## config.mk

```make
export PLATFORM = sky130hd
export DESIGN_NAME = time_setter
export DESIGN_NICKNAME = d
export VERILOG_FILES = /design/src/rtl/time_set_pkg.sv /design/src/rtl/btn_step.sv /design/src/rtl/time_setter.sv
export SDC_FILE = /design/constraint.sdc
export NUM_CORES = 1
export LEC_CHECK = 0
export ABC_AREA = 1
export CORE_MARGIN = 2
export CORE_UTILIZATION = 38
export DETAILED_ROUTE_END_ITERATION = 10
export GPL_TIMING_DRIVEN = 0
export PLACE_DENSITY_LB_ADDON = 0.08
export SLEW_MARGIN = 20
export SYNTH_ARGS = -nofsm -noshare
export SYNTH_HDL_FRONTEND = slang
export SYNTH_SLANG_ARGS = --single-unit
```

## constraint.sdc

```tcl
create_clock -name clk -period 3.8 [get_ports clk]
set_input_delay 0.76 -clock clk [delete_from_list [all_inputs] [get_ports clk]]
set_output_delay 0.76 -clock clk [all_outputs]
set_load 0.1 [all_outputs]
```

## src/rtl/time_set_pkg.sv

```systemverilog
// Shared types, field limits and wrap arithmetic for the time-set controller.
package time_set_pkg;

  typedef enum logic [2:0] {
    IDLE,
    EDIT_H,
    EDIT_M,
    EDIT_S,
    COMMIT
  } state_t;

  localparam logic [5:0] HOUR_MAX   = 6'd23;
  localparam logic [5:0] MINSEC_MAX = 6'd59;

  localparam logic [1:0] FS_IDLE    = 2'd0;
  localparam logic [1:0] FS_HOURS   = 2'd1;
  localparam logic [1:0] FS_MINUTES = 2'd2;
  localparam logic [1:0] FS_SECONDS = 2'd3;

  function automatic logic [5:0] wrap_inc(input logic [5:0] v, input logic [5:0] max);
    return (v >= max) ? 6'd0 : v + 6'd1;
  endfunction

  function automatic logic [5:0] wrap_dec(input logic [5:0] v, input logic [5:0] max);
    return (v == 6'd0 || v > max) ? max : v - 6'd1;
  endfunction

  // Out-of-range running time is not trusted as an edit seed.
  function automatic logic [5:0] capture(input logic [5:0] v, input logic [5:0] max);
    return (v > max) ? 6'd0 : v;
  endfunction

  // Opposing steps in the same cycle cancel.
  function automatic logic [5:0] apply_step(input logic [5:0] v, input logic [5:0] max,
                                            input logic up, input logic dn);
    logic [5:0] r;
    r = v;
    if (up && !dn) r = wrap_inc(v, max);
    else if (dn && !up) r = wrap_dec(v, max);
    return r;
  endfunction

endpackage

```

## src/rtl/btn_step.sv

```systemverilog
// Registered rising-edge detector for a debounced button, with optional
// auto-repeat while the button stays held.
module btn_step #(
  parameter int REPEAT_DELAY  = 25000000,
  parameter int REPEAT_PERIOD = 5000000,
  parameter bit REPEAT_EN     = 1'b1
) (
  input  logic clk,
  input  logic reset,
  input  logic btn_i,
  output logic step_o
);

  localparam int CW = $clog2(REPEAT_DELAY + 1);

  logic          prev_q;
  logic          arm_q;
  logic          arm_d;
  logic          step_q;
  logic          step_d;
  logic [CW-1:0] cnt_q;
  logic [CW-1:0] cnt_d;
  logic          rise;
  logic          held;

  // arm_q stays low until the button has been seen released after reset,
  // so a level held through reset release never counts as a press.
  always_comb begin
    arm_d  = arm_q | ~btn_i;
    rise   = btn_i & ~prev_q & arm_q;
    held   = btn_i & prev_q & arm_q;
    step_d = rise;
    cnt_d  = '0;
    if (REPEAT_EN) begin
      if (rise) begin
        cnt_d = CW'(1);
      end else if (held) begin
        if (cnt_q == CW'(REPEAT_DELAY)) begin
          step_d = 1'b1;
          // Reloading here makes the next match land REPEAT_PERIOD cycles later.
          cnt_d  = CW'(REPEAT_DELAY - REPEAT_PERIOD + 1);
        end else begin
          cnt_d = cnt_q + CW'(1);
        end
      end
    end
  end

  always_ff @(posedge clk) begin
    if (reset) begin
      prev_q <= 1'b0;
      arm_q  <= 1'b0;
      step_q <= 1'b0;
      cnt_q  <= '0;
    end else begin
      prev_q <= btn_i;
      arm_q  <= arm_d;
      step_q <= step_d;
      cnt_q  <= cnt_d;
    end
  end

  assign step_o = step_q;

endmodule

```

## src/rtl/time_setter.sv

```systemverilog
// Time-set controller: turns mode/inc/dec buttons into the load interface
// (set_mod plus edit values) of the hours/minutes/seconds timekeeper.
module time_setter
  import time_set_pkg::*;
#(
  parameter int COMMIT_HOLD   = 50000000,
  parameter int REPEAT_DELAY  = 25000000,
  parameter int REPEAT_PERIOD = 5000000
) (
  input  logic       clk,
  input  logic       reset,
  input  logic       btn_mode,
  input  logic       btn_inc,
  input  logic       btn_dec,
  input  logic [5:0] cur_hours,
  input  logic [5:0] cur_minutes,
  input  logic [5:0] cur_seconds,
  output logic       set_mod,
  output logic [5:0] set_hours,
  output logic [5:0] set_minutes,
  output logic [5:0] set_seconds,
  output logic [1:0] field_sel
);

  localparam int HCW = $clog2(COMMIT_HOLD + 1);

  logic           mode_step;
  logic           inc_step;
  logic           dec_step;
  state_t         state_q;
  logic           set_mod_q;
  logic [1:0]     field_q;
  logic [5:0]     hours_q;
  logic [5:0]     minutes_q;
  logic [5:0]     seconds_q;
  logic [HCW-1:0] hold_q;

  btn_step #(
    .REPEAT_DELAY (REPEAT_DELAY),
    .REPEAT_PERIOD(REPEAT_PERIOD),
    .REPEAT_EN    (1'b0)
  ) u_mode (
    .clk   (clk),
    .reset (reset),
    .btn_i (btn_mode),
    .step_o(mode_step)
  );

  btn_step #(
    .REPEAT_DELAY (REPEAT_DELAY),
    .REPEAT_PERIOD(REPEAT_PERIOD),
    .REPEAT_EN    (1'b1)
  ) u_inc (
    .clk   (clk),
    .reset (reset),
    .btn_i (btn_inc),
    .step_o(inc_step)
  );

  btn_step #(
    .REPEAT_DELAY (REPEAT_DELAY),
    .REPEAT_PERIOD(REPEAT_PERIOD),
    .REPEAT_EN    (1'b1)
  ) u_dec (
    .clk   (clk),
    .reset (reset),
    .btn_i (btn_dec),
    .step_o(dec_step)
  );

  // Outputs are registered alongside the state so they change with it.
  always_ff @(posedge clk) begin
    if (reset) begin
      state_q   <= IDLE;
      set_mod_q <= 1'b0;
      field_q   <= FS_IDLE;
      hours_q   <= '0;
      minutes_q <= '0;
      seconds_q <= '0;
      hold_q    <= '0;
    end else begin
      case (state_q)
        IDLE: begin
          set_mod_q <= 1'b0;
          field_q   <= FS_IDLE;
          if (mode_step) begin
            hours_q   <= capture(cur_hours, HOUR_MAX);
            minutes_q <= capture(cur_minutes, MINSEC_MAX);
            seconds_q <= capture(cur_seconds, MINSEC_MAX);
            set_mod_q <= 1'b1;
            field_q   <= FS_HOURS;
            state_q   <= EDIT_H;
          end
        end
        EDIT_H: begin
          if (mode_step) begin
            field_q <= FS_MINUTES;
            state_q <= EDIT_M;
          end else begin
            hours_q <= apply_step(hours_q, HOUR_MAX, inc_step, dec_step);
          end
        end
        EDIT_M: begin
          if (mode_step) begin
            field_q <= FS_SECONDS;
            state_q <= EDIT_S;
          end else begin
            minutes_q <= apply_step(minutes_q, MINSEC_MAX, inc_step, dec_step);
          end
        end
        EDIT_S: begin
          if (mode_step) begin
            field_q <= FS_IDLE;
            hold_q  <= '0;
            state_q <= COMMIT;
          end else begin
            seconds_q <= apply_step(seconds_q, MINSEC_MAX, inc_step, dec_step);
          end
        end
        COMMIT: begin
          // Keep the load asserted long enough for the slow timekeeper to sample it.
          if (hold_q == HCW'(COMMIT_HOLD - 1)) begin
            set_mod_q <= 1'b0;
            state_q   <= IDLE;
          end else begin
            hold_q <= hold_q + HCW'(1);
          end
        end
        default: begin
          set_mod_q <= 1'b0;
          field_q   <= FS_IDLE;
          state_q   <= IDLE;
        end
      endcase
    end
  end

  assign set_mod     = set_mod_q;
  assign field_sel   = field_q;
  assign set_hours   = hours_q;
  assign set_minutes = minutes_q;
  assign set_seconds = seconds_q;

endmodule

```

# After elaboration in Yosys (flattened, before gate mapping)
# Index checks and enable logic that the tools add are counted.
# word_totals
wordCells	162
latch_bits	0
ram_bits	0
mem_count	0
inputBits	23
romBits	0
register_bits	109
# classes
bitwise_logic	23
shifts	0
n_lt_le_gt_ge	9
div_mod_pow	0
add_sub_neg	9
n_eq_ne	19
muxes	53
n_reduce_logical	27
mul	0
# op_table
operator	count
$mux 6	21
$mux 26	2
$pmux 26 s2	1
$add 25x1->25 const B	2
$eq 25x25->1 const B	2
$mux 25	2
$pmux 6 s2	3
$add 26x1->26 const B	1
$eq 26x26->1 const B	1
$gt 6x6->1 const B	4
$add 6x1->6 const B	3
$logic_not 6->1	3
$sub 6x1->6 const B	3
$reduce_and 4->1	4
$mux 3	5
$pmux 3 s5	1
$mux 1	13
$ge 6x6->1 const B	2
$gt 6x5->1 const B	2
$and 1x1->1	10
$ne 2x2->1 const B	5
$not 1->1	10
$pmux 2 s5	1
$ne 3x3->1 const B	3
other kinds (18)	36

# Longest topological paths before layout
# Gate-level depths: netlist of run 1.
# depth
depth_word	7
ltp_mapped	12
depth_no_buf	12

# Modules after synthesis
# A second synthesis of run 1 with hierarchy kept.
# hier_totals
hier_cells	1102
hier_area_um2	6896.6
# by_module_without_submodules
mod	area_each_um2	n_inst	cells_per_inst
time_setter	3779.9	1	637
btn_step (u_dec ...)	1510.2	2	227
btn_step (u_mode)	96.3	1	11

# Worst setup path after synthesis of run 1
# Ideal clock, no wire load.
# synth_path
path_type	register to register
from	register seconds_q[0], in the netlist set_seconds[0]
to	register seconds_q[3], in the netlist set_seconds[3]
stages_incl_launch_ff	9
setup_ns	0.132
period_less_slack_ns	2.173
arrival_time_ns	2.041
required_ns	3.668
n_path_buf	0
path_slack_ns	1.627
cell_sequence	dfxtp_1 > inv_1 > ha_1 > nand3_1 > nand2_1 > o21ai_0 > nand3_1 > nand2_1 > a21oi_1
# synth_between
elab_chain_cells	7
word_cells_on_any_way	12
cone_classes	2 x add/sub; 2 x order compare; 6 x mux; 2 x reduce/logical
# synth_lines
element	line	source
from (decl)	time_setter.sv:35	logic [5:0] seconds_q;
from (signal assigned)	time_setter.sv:89	seconds_q <= capture(cur_seconds, MINSEC_MAX);
from (signal assigned)	time_setter.sv:117	seconds_q <= apply_step(seconds_q, MINSEC_MAX, inc_step, dec_step);
$gt 6x6->1 or $logic_not 6->1 (tied branches)	time_set_pkg.sv:25	return (v == 6'd0 || v > max) ? max : v - 6'd1;
$logic_or 1x1->1	time_set_pkg.sv:25	
$mux 6	time_set_pkg.sv:25	
$mux 6	time_set_pkg.sv:39	else if (dn && !up) r = wrap_dec(v, max);
$mux 6 *	time_set_pkg.sv:38	if (up && !dn) r = wrap_inc(v, max);
$mux 6 *	time_setter.sv:112	if (mode_step) begin
$pmux 6 s2 *	time_setter.sv:82	case (state_q)
# Every way passes the cells marked *; elsewhere a longest branch is shown, timed or not. The select of a mux whose other input is x is not followed.
# A chain may end at the register's enable or synchronous reset.

# Final worst setup path of run 1
# layout_path
from	register hours_q[2], in the netlist set_hours[2]
to	output set_hours[2]
# layout_rtl
element	line	source
from (decl)	time_setter.sv:33	logic [5:0] hours_q;
from (signal assigned)	time_setter.sv:87	hours_q <= capture(cur_hours, HOUR_MAX);
from (signal assigned)	time_setter.sv:100	hours_q <= apply_step(hours_q, HOUR_MAX, inc_step, dec_step);
to (decl)	time_setter.sv:19	output logic [5:0] set_hours,
# No word-level cell between the ends.

==> metrics, run 1 <==
share of cells above drive strength 1=0.0474; Die Area=18500 um^2; total grt overflow=0; Detailed Route Iter0 Violations=~320; crit path buf inv count=1; peak supply drop=about 0.28 mV; RSZ-0062 raised after global routing=false; Hold Violations, Final=0; worst setup margin=~1.0 ns; Mapped Cells=between 1000 and 1500; Worst slew margin=0.343; io pins=44; Sw Share=0.288; Post-CTS Setup Bufs=0; CTS resizes=0; routed len/inst=roughly 13 um; Comb power frac=0.120; leakage=approximately 2.8 nW; Top Family by Delay on Critical Path=buffers and inverters; worst clock skew=about 0.008 ns; CTS tree=built; Detail Placement HPWL=13.0 mm; max incr delay on CP=1.20 ns; cell area after layout=roughly 7700 um^2; post-synthesis cell area=6640 um^2; top cells by area, synth=dfxtp_1 33%, nand2_1 17%, nor2_1 7.6%; FF+latch area=2180 um^2; DR pass1 iterations=5; Worst Path Required=about 3 ns; CP Max Fanout=8; vias=6675; critical path startpoint category=flip-flop; Worst-path clk slew=0.08 ns; # DRC=0; Tmin final=2.79 ns; worst-margin pin slew=0.983 ns; H-tree levels=3; Initial Util=0.386; DIE HEIGHT=roughly 140 um; Port Buffers=43; largest net degree at the start of global routing=21; Critical Path AT=roughly 2.0 ns; sequential area share after synthesis=0.329; Critical Path Sink Type=output port; Final #Nets=approximately 1200; final setup vio count=0; Slew Limit Fails=0; Clock Root Buffer=clkbuf_16; GP Congestion=about 0.87; crit path max-delay cell type=clkdlybuf4s50_1; CTS Buf Count=9; Die X=136 um; Synth Register Bits=approximately 110; Crit Path Category=flip-flop to output port; fillers=between 1500 and 2000; gr usage total=0.190; final period utilization=0.733; Core Region=approximately 17000 um^2; n_diodes=0; Synth area leader=dfxtp_1; power density cells=327 nW/um^2; Synth cell types=35; DP Area=roughly 7300 um^2; clk_lat worst skew=0.36 ns; yosys warns=0; Pint=~0.0018 W; fmax=359 MHz; Clock Sinks=about 110; Hold Buf Count CTS=0; synthesis-to-finish area growth=15.5%; worst hold path type=flip-flop to flip-flop; status=finished, final reports clean; Avg Synthesized Cell Area=between 6 and 7 um^2; Antenna Violating Nets Remaining=0; worst path cell trace=clkdlybuf4s50_1; Max Buffers Root-to-Sink=2; Via density=roughly 5; multi-input logic area=around 3900 um^2; clock power share=0.408; net switching power=around 0.00072 W; vias in the first global route=roughly 6000; Routed WL=between 15 and 20 mm; syn nets=roughly 1100; DP Worst Slack=around 1.1 ns; num rows=48; first-pass GRT wire length=28.6 mm; Sequential Power Share=0.472; Fin Hold WS=about 0.40 ns; initial antenna violation count=0; Max Cap Viol=0; Setup TNS=0 ns; Synth top area share=0.329
[layout by cell type, fill, tap and decap left out, types with 6 or more instances in the layout]
master / synthesis / final
a21oi_1: 94 / 94
a31oi_1: 10 / 10
clkbuf_1: 10 / 10
clkbuf_16: 0 / 9
clkdlybuf4s50_1: 0 / 43
dfxtp_1: 109 / 109
ha_1: 16 / 16
inv_1: 127 / 127
nand2_1: 309 / 309
nand3_1: 78 / 78
nand3b_1: 6 / 6
nand4_1: 28 / 28
nor2_1: 135 / 135
nor3_1: 26 / 26
o21ai_0: 27 / 27
or2_2: 15 / 15
xor2_1: 23 / 23
[power by group through the flow]
stage | sequential (W) | combinational [W] | clock, W
6_report | 0.00118 | 0.000302 | 0.00102
5_1_grt | 0.00119 | 0.000330 | 0.00110
4_1_cts | 0.00118 | 0.000303 | 0.00106
3_5_place_dp | 0.00121 | 0.000301 | 0
3_3_place_gp | 0.00121 | 0.000303 | 0
2_1_floorplan | 0.00128 | 0.000142 | 0
[cells in the mapped netlist, drive strengths merged]
| cell type | n |
|---|---|
| nand3 | 81 |
| clkbuf | 10 |
| ha | 16 |
| a31oi | 10 |
| nand3b | 6 |
| inv | 130 |
| xnor2 | 5 |
| or2 | 16 |
| o211ai | 3 |
| nor3b | 5 |
| buf | 8 |
| a21oi | 94 |
| xor2 | 23 |
| nor3 | 27 |
| o22ai | 1 |
| dfxtp | 109 |
| nand4 | 28 |
| o21ai | 27 |
| o21bai | 2 |
| nand2 | 311 |
| and2 | 1 |
| nor4 | 5 |
| nor2 | 141 |
[state kept, by name, indices dropped and copies added (netlist names), 2 cells and up]
register     cells
set_minutes      6
u_inc.cnt_q     25
field_sel        2
set_hours        6
u_dec.cnt_q     25
state_q          3
set_seconds      6
hold_q          26
[per-layer routing]
metal	global-route usage	routed length, um	vias up
met5	0	0	-
li1	-	-	3524
met3	0.0350	670	11
met4	0.0405	210	0
met2	0.313	7770	123
met1	0.260	8460	3017
[cell families (layout without fill, tap and decap cells)]
family / Yosys count / in the layout / share of synthesized area
AND/OR/NAND/NOR: 621 / 621 / 0.407
buffers and inverters: 148 / 207 / 0.0890
AO/OA/AOI/OAI: 137 / 137 / 0.108
flip-flops: 109 / 109 / 0.329
XOR/XNOR: 28 / 28 / 0.0370
adder cells (fa/ha/maj): 16 / 16 / 0.0302
[through the flow]
stage	std cells	util	power [W]
3_3_place_gp	1327	0.428	0.00151
3_5_place_dp	1327	0.428	0.00151
6_report	1343	0.446	0.00251
2_1_floorplan	1059	-	0.00142
4_1_cts	1343	0.446	0.00255
5_1_grt	1343	0.446	0.00262
[worst paths after layout]
check                              startpoint             to  slack (ns)  cells past startpoint
worst max register to register      hold_q[0]     hold_q[13]        1.76                     10
worst min-delay path            u_mode.prev_q  u_mode.step_o        0.40                      1
worst min register to register  u_mode.prev_q  u_mode.step_o        0.40                      1
worst max-delay path             set_hours[2]   set_hours[2]        1.01                      1
[final cells by class]
cell class	count	area share
clock inverters	7	0.0119
well taps	225	0.0367
repair buffers	43	0.0562
clock buffers	9	0.0294
inverters	130	0.0640
plain buffers	18	0.0131
flip-flops and latches	109	0.285
multi-input cells	802	0.504
Note: power is estimated with default switching activity, not from simulation.
==> run 2, diff against run 1 <==
==> constraint.sdc (replaced) <==
create_clock -name clk -period 2.8 [get_ports clk]
set_input_delay 0.56 -clock clk [delete_from_list [all_inputs] [get_ports clk]]
set_output_delay 0.56 -clock clk [all_outputs]
set_load 0.1 [all_outputs]
==> results of run 2 <==
The final DEF is identical to that of run 1. Status: finished, final reports clean.
Main changes from that run: setup slack after placement 1.14 ns -> 0.336 ns; setup slack after layout 1.01 ns -> 0.213 ns; register-to-register setup slack 1.76 ns -> 0.76 ns; total power 0.00251 W -> 0.00340 W; worst IR drop on VDD 0.282 mV -> 0.382 mV
